===== src/rtl/icb_copy_master.sv =====
// ICB initiator that copies a block of 32-bit words from a source range to a
// destination range, one read then one write per word, one transaction in flight.
module icb_copy_master #(
    parameter int          LEN_W     = 16,
    parameter int unsigned ADDR_STEP = 32'd4
) (
    input  logic             clk,
    input  logic             rst,
    input  logic             start,
    input  logic [31:0]      src_addr,
    input  logic [31:0]      dst_addr,
    input  logic [LEN_W-1:0] len,
    output logic             busy,
    output logic             done,
    output logic             err,
    output logic             icb_cmd_valid,
    input  logic             icb_cmd_ready,
    output logic             icb_cmd_read,
    output logic [31:0]      icb_cmd_addr,
    output logic [31:0]      icb_cmd_wdata,
    output logic [3:0]       icb_cmd_wmask,
    input  logic             icb_rsp_valid,
    output logic             icb_rsp_ready,
    input  logic [31:0]      icb_rsp_rdata,
    input  logic             icb_rsp_err
);

    typedef enum logic [2:0] {
        IDLE   = 3'd0,
        RD_CMD = 3'd1,
        RD_RSP = 3'd2,
        WR_CMD = 3'd3,
        WR_RSP = 3'd4,
        FINISH = 3'd5
    } state_t;

    state_t           state_r;
    logic [31:0]      src_r;
    logic [31:0]      dst_r;
    logic [LEN_W-1:0] len_r;
    logic [LEN_W-1:0] cnt_r;

    logic [31:0]      src_inc_s;
    logic [31:0]      dst_inc_s;
    logic [LEN_W-1:0] cnt_inc_s;

    assign src_inc_s = src_r + 32'(ADDR_STEP);
    assign dst_inc_s = dst_r + 32'(ADDR_STEP);
    assign cnt_inc_s = cnt_r + {{(LEN_W-1){1'b0}}, 1'b1};

    // Copy sequencer; every ICB output is a register updated on state transitions.
    always_ff @(posedge clk or posedge rst) begin
        if (rst) begin
            state_r       <= IDLE;
            src_r         <= 32'h0000_0000;
            dst_r         <= 32'h0000_0000;
            len_r         <= {LEN_W{1'b0}};
            cnt_r         <= {LEN_W{1'b0}};
            busy          <= 1'b0;
            done          <= 1'b0;
            err           <= 1'b0;
            icb_cmd_valid <= 1'b0;
            icb_cmd_read  <= 1'b0;
            icb_cmd_addr  <= 32'h0000_0000;
            icb_cmd_wdata <= 32'h0000_0000;
            icb_cmd_wmask <= 4'h0;
            icb_rsp_ready <= 1'b0;
        end else begin
            done <= 1'b0;
            case (state_r)
                IDLE: begin
                    if (start) begin
                        err <= 1'b0;
                        if (len != {LEN_W{1'b0}}) begin
                            src_r         <= src_addr;
                            dst_r         <= dst_addr;
                            len_r         <= len;
                            cnt_r         <= {LEN_W{1'b0}};
                            busy          <= 1'b1;
                            icb_cmd_valid <= 1'b1;
                            icb_cmd_read  <= 1'b1;
                            icb_cmd_addr  <= src_addr;
                            icb_cmd_wmask <= 4'h0;
                            state_r       <= RD_CMD;
                        end else begin
                            done    <= 1'b1;
                            state_r <= FINISH;
                        end
                    end
                end
                RD_CMD: begin
                    if (icb_cmd_ready) begin
                        icb_cmd_valid <= 1'b0;
                        icb_rsp_ready <= 1'b1;
                        state_r       <= RD_RSP;
                    end
                end
                RD_RSP: begin
                    if (icb_rsp_valid) begin
                        icb_rsp_ready <= 1'b0;
                        if (icb_rsp_err) begin
                            err     <= 1'b1;
                            busy    <= 1'b0;
                            done    <= 1'b1;
                            state_r <= FINISH;
                        end else begin
                            // The write-data register doubles as the word buffer.
                            icb_cmd_wdata <= icb_rsp_rdata;
                            icb_cmd_valid <= 1'b1;
                            icb_cmd_read  <= 1'b0;
                            icb_cmd_addr  <= dst_r;
                            icb_cmd_wmask <= 4'hF;
                            state_r       <= WR_CMD;
                        end
                    end
                end
                WR_CMD: begin
                    if (icb_cmd_ready) begin
                        icb_cmd_valid <= 1'b0;
                        icb_rsp_ready <= 1'b1;
                        state_r       <= WR_RSP;
                    end
                end
                WR_RSP: begin
                    if (icb_rsp_valid) begin
                        icb_rsp_ready <= 1'b0;
                        if (icb_rsp_err) begin
                            err     <= 1'b1;
                            busy    <= 1'b0;
                            done    <= 1'b1;
                            state_r <= FINISH;
                        end else begin
                            cnt_r <= cnt_inc_s;
                            src_r <= src_inc_s;
                            dst_r <= dst_inc_s;
                            if (cnt_inc_s == len_r) begin
                                busy    <= 1'b0;
                                done    <= 1'b1;
                                state_r <= FINISH;
                            end else begin
                                icb_cmd_valid <= 1'b1;
                                icb_cmd_read  <= 1'b1;
                                icb_cmd_addr  <= src_inc_s;
                                icb_cmd_wmask <= 4'h0;
                                state_r       <= RD_CMD;
                            end
                        end
                    end
                end
                FINISH: begin
                    state_r <= IDLE;
                end
                default: begin
                    busy          <= 1'b0;
                    icb_cmd_valid <= 1'b0;
                    icb_rsp_ready <= 1'b0;
                    state_r       <= IDLE;
                end
            endcase
        end
    end

endmodule


===== config.mk =====
export PLATFORM = sky130hd
export DESIGN_NAME = icb_copy_master
export DESIGN_NICKNAME = d
export VERILOG_FILES = /design/src/rtl/icb_copy_master.sv
export SDC_FILE = /design/constraint.sdc
export NUM_CORES = 1
export LEC_CHECK = 0
export CELL_PAD_IN_SITES_DETAIL_PLACEMENT = 0
export CELL_PAD_IN_SITES_GLOBAL_PLACEMENT = 2
export CORE_AREA = 2 2 171 173
export DETAILED_ROUTE_END_ITERATION = 7
export DIE_AREA = 0 0 173 175
export PLACE_DENSITY_LB_ADDON = 0.1
export SYNTH_ARGS = -nofsm -noshare
export SYNTH_HDL_FRONTEND = slang
export SYNTH_SLANG_ARGS = --single-unit

===== constraint.sdc =====
create_clock -name clk -period 14.7 [get_ports clk]
set_input_delay 2.94 -clock clk [delete_from_list [all_inputs] [get_ports clk]]
set_output_delay 2.94 -clock clk [all_outputs]
set_load 0.1 [all_outputs]

# Yosys cells after proc, flatten, opt, wreduce, memory -nomap -nowiden
# Index checks and enable logic that the tools add are counted.
[totals]
out_inout_bits = 74
in_bits = 118
regBits = 173
[op_classes]
eq_ne = 20
reduce_logical = 18
n_bitwise = 4
n_mux = 72
add_sub_neg = 3
[ops]
columns = ["operator", "count"]
rows = [
  ["$mux W32", 13],
  ["$pmux W32 S2", 2],
  ["$pmux W32 S3", 1],
  ["$add A32 B3 Y32 const B", 2],
  ["$mux W16", 4],
  ["$pmux W16 S2", 1],
  ["$mux W4", 7],
  ["$mux W1", 27],
  ["$mux W3", 9],
  ["$ne A2 B2 Y1 const B", 10],
  ["$add A16 B1 Y16 const B", 1],
  ["$eq A16 B16 Y1", 1],
  ["$reduce_bool A16 Y1", 1],
  ["$pmux W3 S5", 1],
  ["$pmux W4 S3", 1],
  ["$reduce_and A5 Y1", 2],
  ["$pmux W1 S3", 3],
  ["$reduce_and A3 Y1", 3],
  ["$reduce_and A9 Y1", 1],
  ["$reduce_and A8 Y1", 1],
  ["$reduce_and A7 Y1", 1],
  ["$eq A3 B2 Y1 const B", 2],
  ["$eq A3 B3 Y1 const B", 2],
  ["$ne A2 B1 Y1 const B", 3],
  ["other kinds (12)", 18],
]

# Longest topological paths before layout
# Gate-level depths: netlist of run 1.
[logic_depth]
ltp_word = 6
mapped_depth = 10
mapped_depth_nobuf = 9

# Worst setup path before layout of run 1
# No wires, ideal clock.
[synth_path]
path_kind = "input-to-reg"
from = "input port len[10]"
to = "register icb_cmd_addr[12]"
t_arrival_ps = 4396
path_buffers = 1
cell_stages = 7
setup_slack_ps = 10177
t_required_ps = 14574
cell_sequence = "nor4_1 > nand4_1 > a22oi_1 > o22ai_1 > and3_4 > buf_6 > mux2_4"
[synth_via]
elab_chain_cells = 3
[synth_lines]
columns = ["item", "line", "source"]
rows = [
  ["start, declared", "12", "input logic [LEN_W-1:0] len,"],
  ["$reduce_bool A16 Y1", "74", "if (len != {LEN_W{1'b0}}) begin"],
  ["$ne A2 B2 Y1 (no line)", "-", ""],
  ["$reduce_and A8 Y1 (no line)", "-", ""],
  ["end signal, assigned", "82", "icb_cmd_addr <= src_addr;"],
  ["end signal, assigned", "111", "icb_cmd_addr <= dst_r;"],
  ["end signal, assigned", "143", "icb_cmd_addr <= src_inc_s;"],
  ["end, declared", "19", "output logic [31:0] icb_cmd_addr,"],
]
# No other way between the ends.
# A chain may end at the register's enable or synchronous reset.

# Worst setup path after layout of run 1
[layout_path]
from = "input port len[12]"
to = "register cnt_r[11]"
[layout_via]
elab_chain_cells = 3
[layout_lines]
columns = ["item", "line", "source"]
rows = [
  ["$reduce_bool A16 Y1", "74", ""],
  ["$ne A2 B2 Y1 (no line)", "-", ""],
  ["$reduce_and A5 Y1 (no line)", "-", ""],
  ["end signal, assigned", "58", "cnt_r <= {LEN_W{1'b0}};"],
  ["end signal, assigned", "78", "cnt_r <= {LEN_W{1'b0}};"],
  ["end signal, assigned", "133", "cnt_r <= cnt_inc_s;"],
  ["end, declared", "41", "logic [LEN_W-1:0] cnt_r;"],
]
# No other way between the ends.

==> results.md, run 1 <==
* Antenna diode count at 0
* Total GRT Usage at 20.1%
* Core Box Area at 0.0284 mm²
* CP max FO at 91
* Min Clock Period, post-route at 5.59 ns
* DR WL/cell at 19.0 µm
* Clk sink count at 170
* VDD IR-drop max at 95.1 µV
* Unique masters post-synth at 61
* Via count at 8502
* Synth Area in Simple Gates at 16.9%
* Synth-to-layout area growth at 28.6%
* Hold Crit Start: dst_r[0]
* Drt first-iter violations at 497
* DR top layer: met4
* Initial Util at 33.7%
* Post-Synth Adder-Cell Area at 0.393%
* M1 WL at 13500 µm
* I/O pin count at 192
* Drt drc at 0
* Post-DP HPWL at 21000 µm
* Syn_nets at 1174
* Hold WC Path Type: reg2reg
* Final setup TNS at 0 ns
* Max Cap Viol at 0
* CTS H-tree depth at 4
* Largest family of logic cells by synthesized area: compound AO/OA/AOI/OAI gates
* Worst reg2reg path depth at 9
* Largest buffer count on any clock path at 2
* FMAX at 179 MHz
* Nets at 1316
* Final GP Congestion at 0.774
* Post-synth EDFFs at 0
* Mux contribution to synthesized area at 8.81%
* Area of placed instances at 0.0117 mm²
* Cell Rows at 62
* Crit. End Element: flop
* Worst-path clk slew at 0.07 ns
* Crit path launch type: primary input
* Post-Syn Area at 0.00956 mm²
* Worst r2r src: cnt_r[0]
* CTS tree: done
* Final Cell Area at 0.0123 mm²
* IO buf count at 191
* DR vias/cell at 5.34
* Part of the cycle the worst path needs at 38.0%
* Slew Limit Fails at 0
* Metal2 WL at 15400 µm
* Hold-fix buffers, CTS at 0
* Filler cells at 2873
* Pin count of the biggest net entering global routing at 101
* Final hold vios at 0
* Syn. warnings at 0
* Rel. slew slack at 21.6%
* Synth Register Bits at 170
* Compound-Gate Fraction of Synth Area at 21.0%
* CTS root buf: clkbuf_16
* PwrDens at 247 mW/mm²
* Insertion delay to the later sink of the worst-skew pair at 0.44 ns
* Post-synth top flop: dfrtp_1
* Cts bufs inserted at 17
* Initial antenna violation count at 0
* Syn Area/Cell at 9.08 µm²
* Die Y-Extent at 175 µm
* Final WL at 30200 µm
* Most common cell after layout, fill and taps aside: clkdlybuf4s50_1
* Number of global-route vias before repair at 8353
* Final ANT Viol Nets at 0
* RSZ-0062 raised after global routing: no
* Post-synthesis sequential area ratio at 44.5%
* Async S/R FF share, synth at 100%
* R2r setup slk at 10.88 ns
* Worst slew pin tran at 1.17 ns
* Die width at 173 µm
* First-pass GRT wire length at 48200 µm
* TritonRoute pass-1 iters at 5
* GRT overflow at 0
* Min-Delay Endpoint: dst_r[0]
* Final Setup Violations at 0
* Met3 routed WL at 1090 µm
* Pleak at 0.00484 µW
* Area occupied by registers at 0.00425 mm²
* Post-CTS Resized at 0
* Most frequent cells in the layout: clkdlybuf4s50_1 (191), dfrtp_1 (170), nand2_1 (125)
* Post-Synth XOR/XNOR Area at 4.21%
* Proportion of layout cells with a drive suffix above 1 at 11.0%
* Worst path required time at 15.02 ns
* Critical Path AT at 5.91 ns
* Worst Hold Path Cells at 2
* Setup Buffers After CTS at 0
* Crit Path Category: in2reg
* Area taken by multi-input logic gates at 0.00493 mm²
* RR Endpoint: icb_cmd_addr[8]
* Die area at 0.0303 mm²
* Status: finished, final reports clean
* Setup Skew at 0.0146 ns
* Cells after Synth at 1053
==> worst max path at each step <==
stage,start,endpoint,slack [ns]
floorplan,rst,busy,7.16
global placement,len[10],cnt_r[11],8.74
detailed placement,len[10],cnt_r[8],8.67
CTS,len[10],cnt_r[11],9.11
global route,icb_rsp_err,cnt_r[6],8.88
finish,len[12],cnt_r[11],9.11
==> per-layer routing <==
layer	vias to the layer above	track usage (%)
li1	4128	-
met1	4158	26.0
met2	187	35.3
met3	29	3.72
met4	0	3.67
met5	-	0
==> layout make-up <==
type	instances	area share, %
clock buffer	20	3.71
clock inverter	12	0.916
inverter	19	0.621
multi-input combinational	786	40.1
sequential	170	34.6
tap	384	3.91
timing repair buffer	201	16.2
==> Yosys cell counts, drive strengths merged (3+ instances only) <==
master / number / share of area [%]
a21o: 3 / 0.24
a21oi: 108 / 5.7
a221o: 5 / 0.52
a22oi: 23 / 1.8
a31oi: 5 / 0.33
a32oi: 5 / 0.46
and2: 3 / 0.20
and3: 27 / 1.8
and4: 7 / 0.64
buf: 16 / 0.99
clkbuf: 62 / 2.4
dfrtp: 170 / 45
ha: 3 / 0.39
inv: 19 / 0.75
mux2: 67 / 8.6
nand2: 126 / 4.9
nand2b: 3 / 0.20
nand3: 45 / 2.5
nand4: 19 / 1.4
nor2: 60 / 2.4
nor2b: 3 / 0.20
nor3: 19 / 0.99
nor4: 7 / 0.46
o21ai: 108 / 5.7
o221a: 10 / 1.2
o22a: 3 / 0.27
o22ai: 25 / 1.6
o31ai: 8 / 0.63
o41ai: 7 / 0.64
or2: 3 / 0.20
or3: 9 / 0.59
xnor2: 24 / 2.2
xor2: 22 / 2.0
==> where the power goes <==
| group | switching, µW | total [µW] | internal, µW |
|---|---|---|---|
| logic | 1170 | 1690 | 528 |
| registers | 212 | 890 | 678 |
| clock network | 208 | 453 | 245 |
| total | 1590 | 3040 | 1450 |
==> critical path: stages <==
cell             delay, ns
clkdlybuf4s50_1       0.48
nor4_1                0.08
nand4_1               0.27
nand2_1               0.17
a21oi_4               0.14
buf_4                 0.75
nand2_1               0.55
o41ai_1               0.49
==> state kept, by name (all words and copies together), names as in the netlist <==
name	cells
busy	1
icb_cmd_valid	1
icb_cmd_wdata	32
icb_cmd_addr	32
state_r	3
err	1
len_r	16
icb_cmd_wmask	1
done	1
cnt_r	16
icb_rsp_ready	1
src_r	32
dst_r	32
icb_cmd_read	1
==> kinds of logic (layout without fill, tap and decap cells) <==
| family | Yosys count | in the layout |
|---|---|---|
| flops | 170 | 170 |
| mux | 69 | 69 |
| compound gates | 332 | 332 |
| simple gates | 336 | 336 |
| fa+ha+maj | 3 | 3 |
| buf+inv | 97 | 252 |
| xor+xnor | 46 | 46 |
==> stage by stage <==
step / worst slack (ns) / power, µW / hold WS [ns] / utilization, % / instances
floorplan: 7.16 / 2160 / 0.446 / - / 1053
global placement: 8.74 / 2600 / 0.471 / 41.3 / 1560
detailed placement: 8.67 / 2610 / 0.471 / 41.3 / 1560
CTS: 9.11 / 3070 / 0.487 / 43.3 / 1592
global route: 8.88 / 3210 / 0.502 / 43.3 / 1592
finish: 9.11 / 3040 / 0.487 / 43.3 / 1592
Power figures use the tool's default switching activity.
==> run 2: changes to the inputs <==
- CORE_AREA: 2 2 171 173 -> 2 2 188 190
- DIE_AREA: 0 0 173 175 -> 0 0 190 192
- clock period: 14.7 -> 5.1 ns (I/O delays scaled with it)
==> results.md, run 2 (synthesized netlist as in run 1, its figures left out) <==
* Via count at 8479
* Min Clock Period, post-route at 3.77 ns
* Final hold vios at 0
* I/O pin count at 192
* IO buf count at 191
* VDD IR-drop max at 324 µV
* Final WL at 32100 µm
* Critical Path AT at 4.10 ns
* Total GRT Usage at 17.8%
* FMAX at 266 MHz
* Final GP Congestion at 0.732
* Setup Buffers After CTS at 0
* Core Box Area at 0.0343 mm²
* Drt first-iter violations at 417
* CTS root buf: clkbuf_16
* Max Cap Viol at 0
* CTS H-tree depth at 4
* Worst slew pin tran at 1.05 ns
* Most frequent cells in the layout: clkdlybuf4s50_1 (191), dfrtp_1 (170), nand2_1 (125)
* Pin count of the biggest net entering global routing at 64
* Power Internal at 4180 µW
* PwrDens at 707 mW/mm²
* Design Power at 8800 µW
* Synth-to-layout area growth at 30.2%
* Post-DP HPWL at 22700 µm
* Drt drc at 0
* Final Hold Slack at 0.486 ns
* Sequential power share at 29.2%
* Crit. End Element: flop
* Area taken by multi-input logic gates at 0.00493 mm²
* Clk network pwr share at 15.0%
* Final Setup Violations at 0
* GRT overflow at 0
* Rel. slew slack at 29.9%
* Cell Rows at 68
* Final ANT Viol Nets at 0
* Worst path required time at 5.43 ns
* R2r setup slk at 1.33 ns
* Cts bufs inserted at 17
* Pleak at 0.00485 µW
* Die Y-Extent at 192 µm
* CP max FO at 30
* Die area at 0.0365 mm²
* Proportion of layout cells with a drive suffix above 1 at 11.4%
* Area of placed instances at 0.0119 mm²
* CTS tree: done
* First-pass GRT wire length at 50000 µm
* Die width at 190 µm
* Post-CTS Resized at 0
* DR WL/cell at 19.3 µm
* Nets at 1320
* Sw frac at 52.5%
* Worst-path clk slew at 0.08 ns
* Hold-fix buffers, CTS at 0
* Most common cell after layout, fill and taps aside: clkdlybuf4s50_1
* Part of the cycle the worst path needs at 73.8%
* DR vias/cell at 5.09
* Crit path launch type: flop
* Filler cells at 3546
* TritonRoute pass-1 iters at 5
* RSZ-0062 raised after global routing: no
* Crit Path Category: reg2reg
* Initial antenna violation count at 0
* Setup Skew at 0.0124 ns
* Hold WC Path Type: reg2reg
* Largest buffer count on any clock path at 2
* Status: finished, final reports clean
* Initial Util at 27.9%
* Clk sink count at 170
* Power share of the combinational group at 55.8%
* Area occupied by registers at 0.00425 mm²
* Final Cell Area at 0.0124 mm²
* Final setup TNS at 0 ns
* Slew Limit Fails at 0
* Antenna diode count at 0
* Insertion delay to the later sink of the worst-skew pair at 0.45 ns
* Net Sw Power at 4620 µW
* Number of global-route vias before repair at 8429
[run 2: changes by cell type in the layout (fill, tap and decap cells not counted)]
| cell | change |
|---|---|
| clkinv_2 | -2 |
| buf_12 | +2 |
| nor2_1 | -1 |
| clkinvlp_4 | +4 |
| clkbuf_1 | -1 |
| inv_6 | -1 |
| clkinv_4 | -1 |
| nor2_2 | +1 |
| buf_4 | +2 |
[run 2: layout make-up]
cell class | count | share of cell area [%]
multi-input cells | 786 | 39.6
flip-flops and latches | 170 | 34.2
repair buffers | 205 | 16.4
well taps | 455 | 4.58
clock buffers | 19 | 3.64
clock inverters | 12 | 0.935
inverters | 19 | 0.603
[run 2: power groups by stage]
| stage | registers [µW] | logic (µW) | clock network, µW |
|---|---|---|---|
| 2_1_floorplan | 4360 | 1870 | 0 |
| 3_3_place_gp | 2600 | 4960 | 0 |
| 3_5_place_dp | 2600 | 4970 | 0 |
| 4_1_cts | 2580 | 4980 | 1370 |
| 5_1_grt | 2670 | 5250 | 1410 |
| 6_report | 2570 | 4910 | 1320 |
[run 2: stage by stage]
step	std cells	utilization, %	worst slack (ns)
final	1666	36.3	1.33
after global routing	1666	36.3	0.965
after CTS	1666	36.3	1.27
after detailed placement	1635	34.6	1.04
after global placement	1635	34.6	1.07
after floorplan	1053	-	1.91
[run 2: critical path, stage by stage, from the launching register on]
cell       delay [ns]
dfrtp_1          0.50
ha_1             0.34
nand3_2          0.24
nor3_1           0.57
nand4_1          0.20
nor3_1           0.19
o2111ai_1        0.29
or4_4            0.55
and3_4           0.37
mux2_4           0.36
[run 2: per-layer routing]
layer,vias to the layer above,global-route usage [%],part of all wire (%)
met2,135,31.0,51
met5,-,0,0
met4,0,4.95,1.3
met1,4197,23.1,45
met3,22,2.50,2.7
li1,4125,-,-
[run 2: final timing paths]
path,startpoint,end,depth (start not counted)
max,cnt_r[0],icb_cmd_addr[19],9
min reg2reg,src_r[0],src_r[0],2
min,src_r[0],src_r[0],2
max reg2reg,cnt_r[0],icb_cmd_addr[19],9
min in group asynchronous,rst,src_r[18],2
max in group asynchronous,rst,cnt_r[13],3
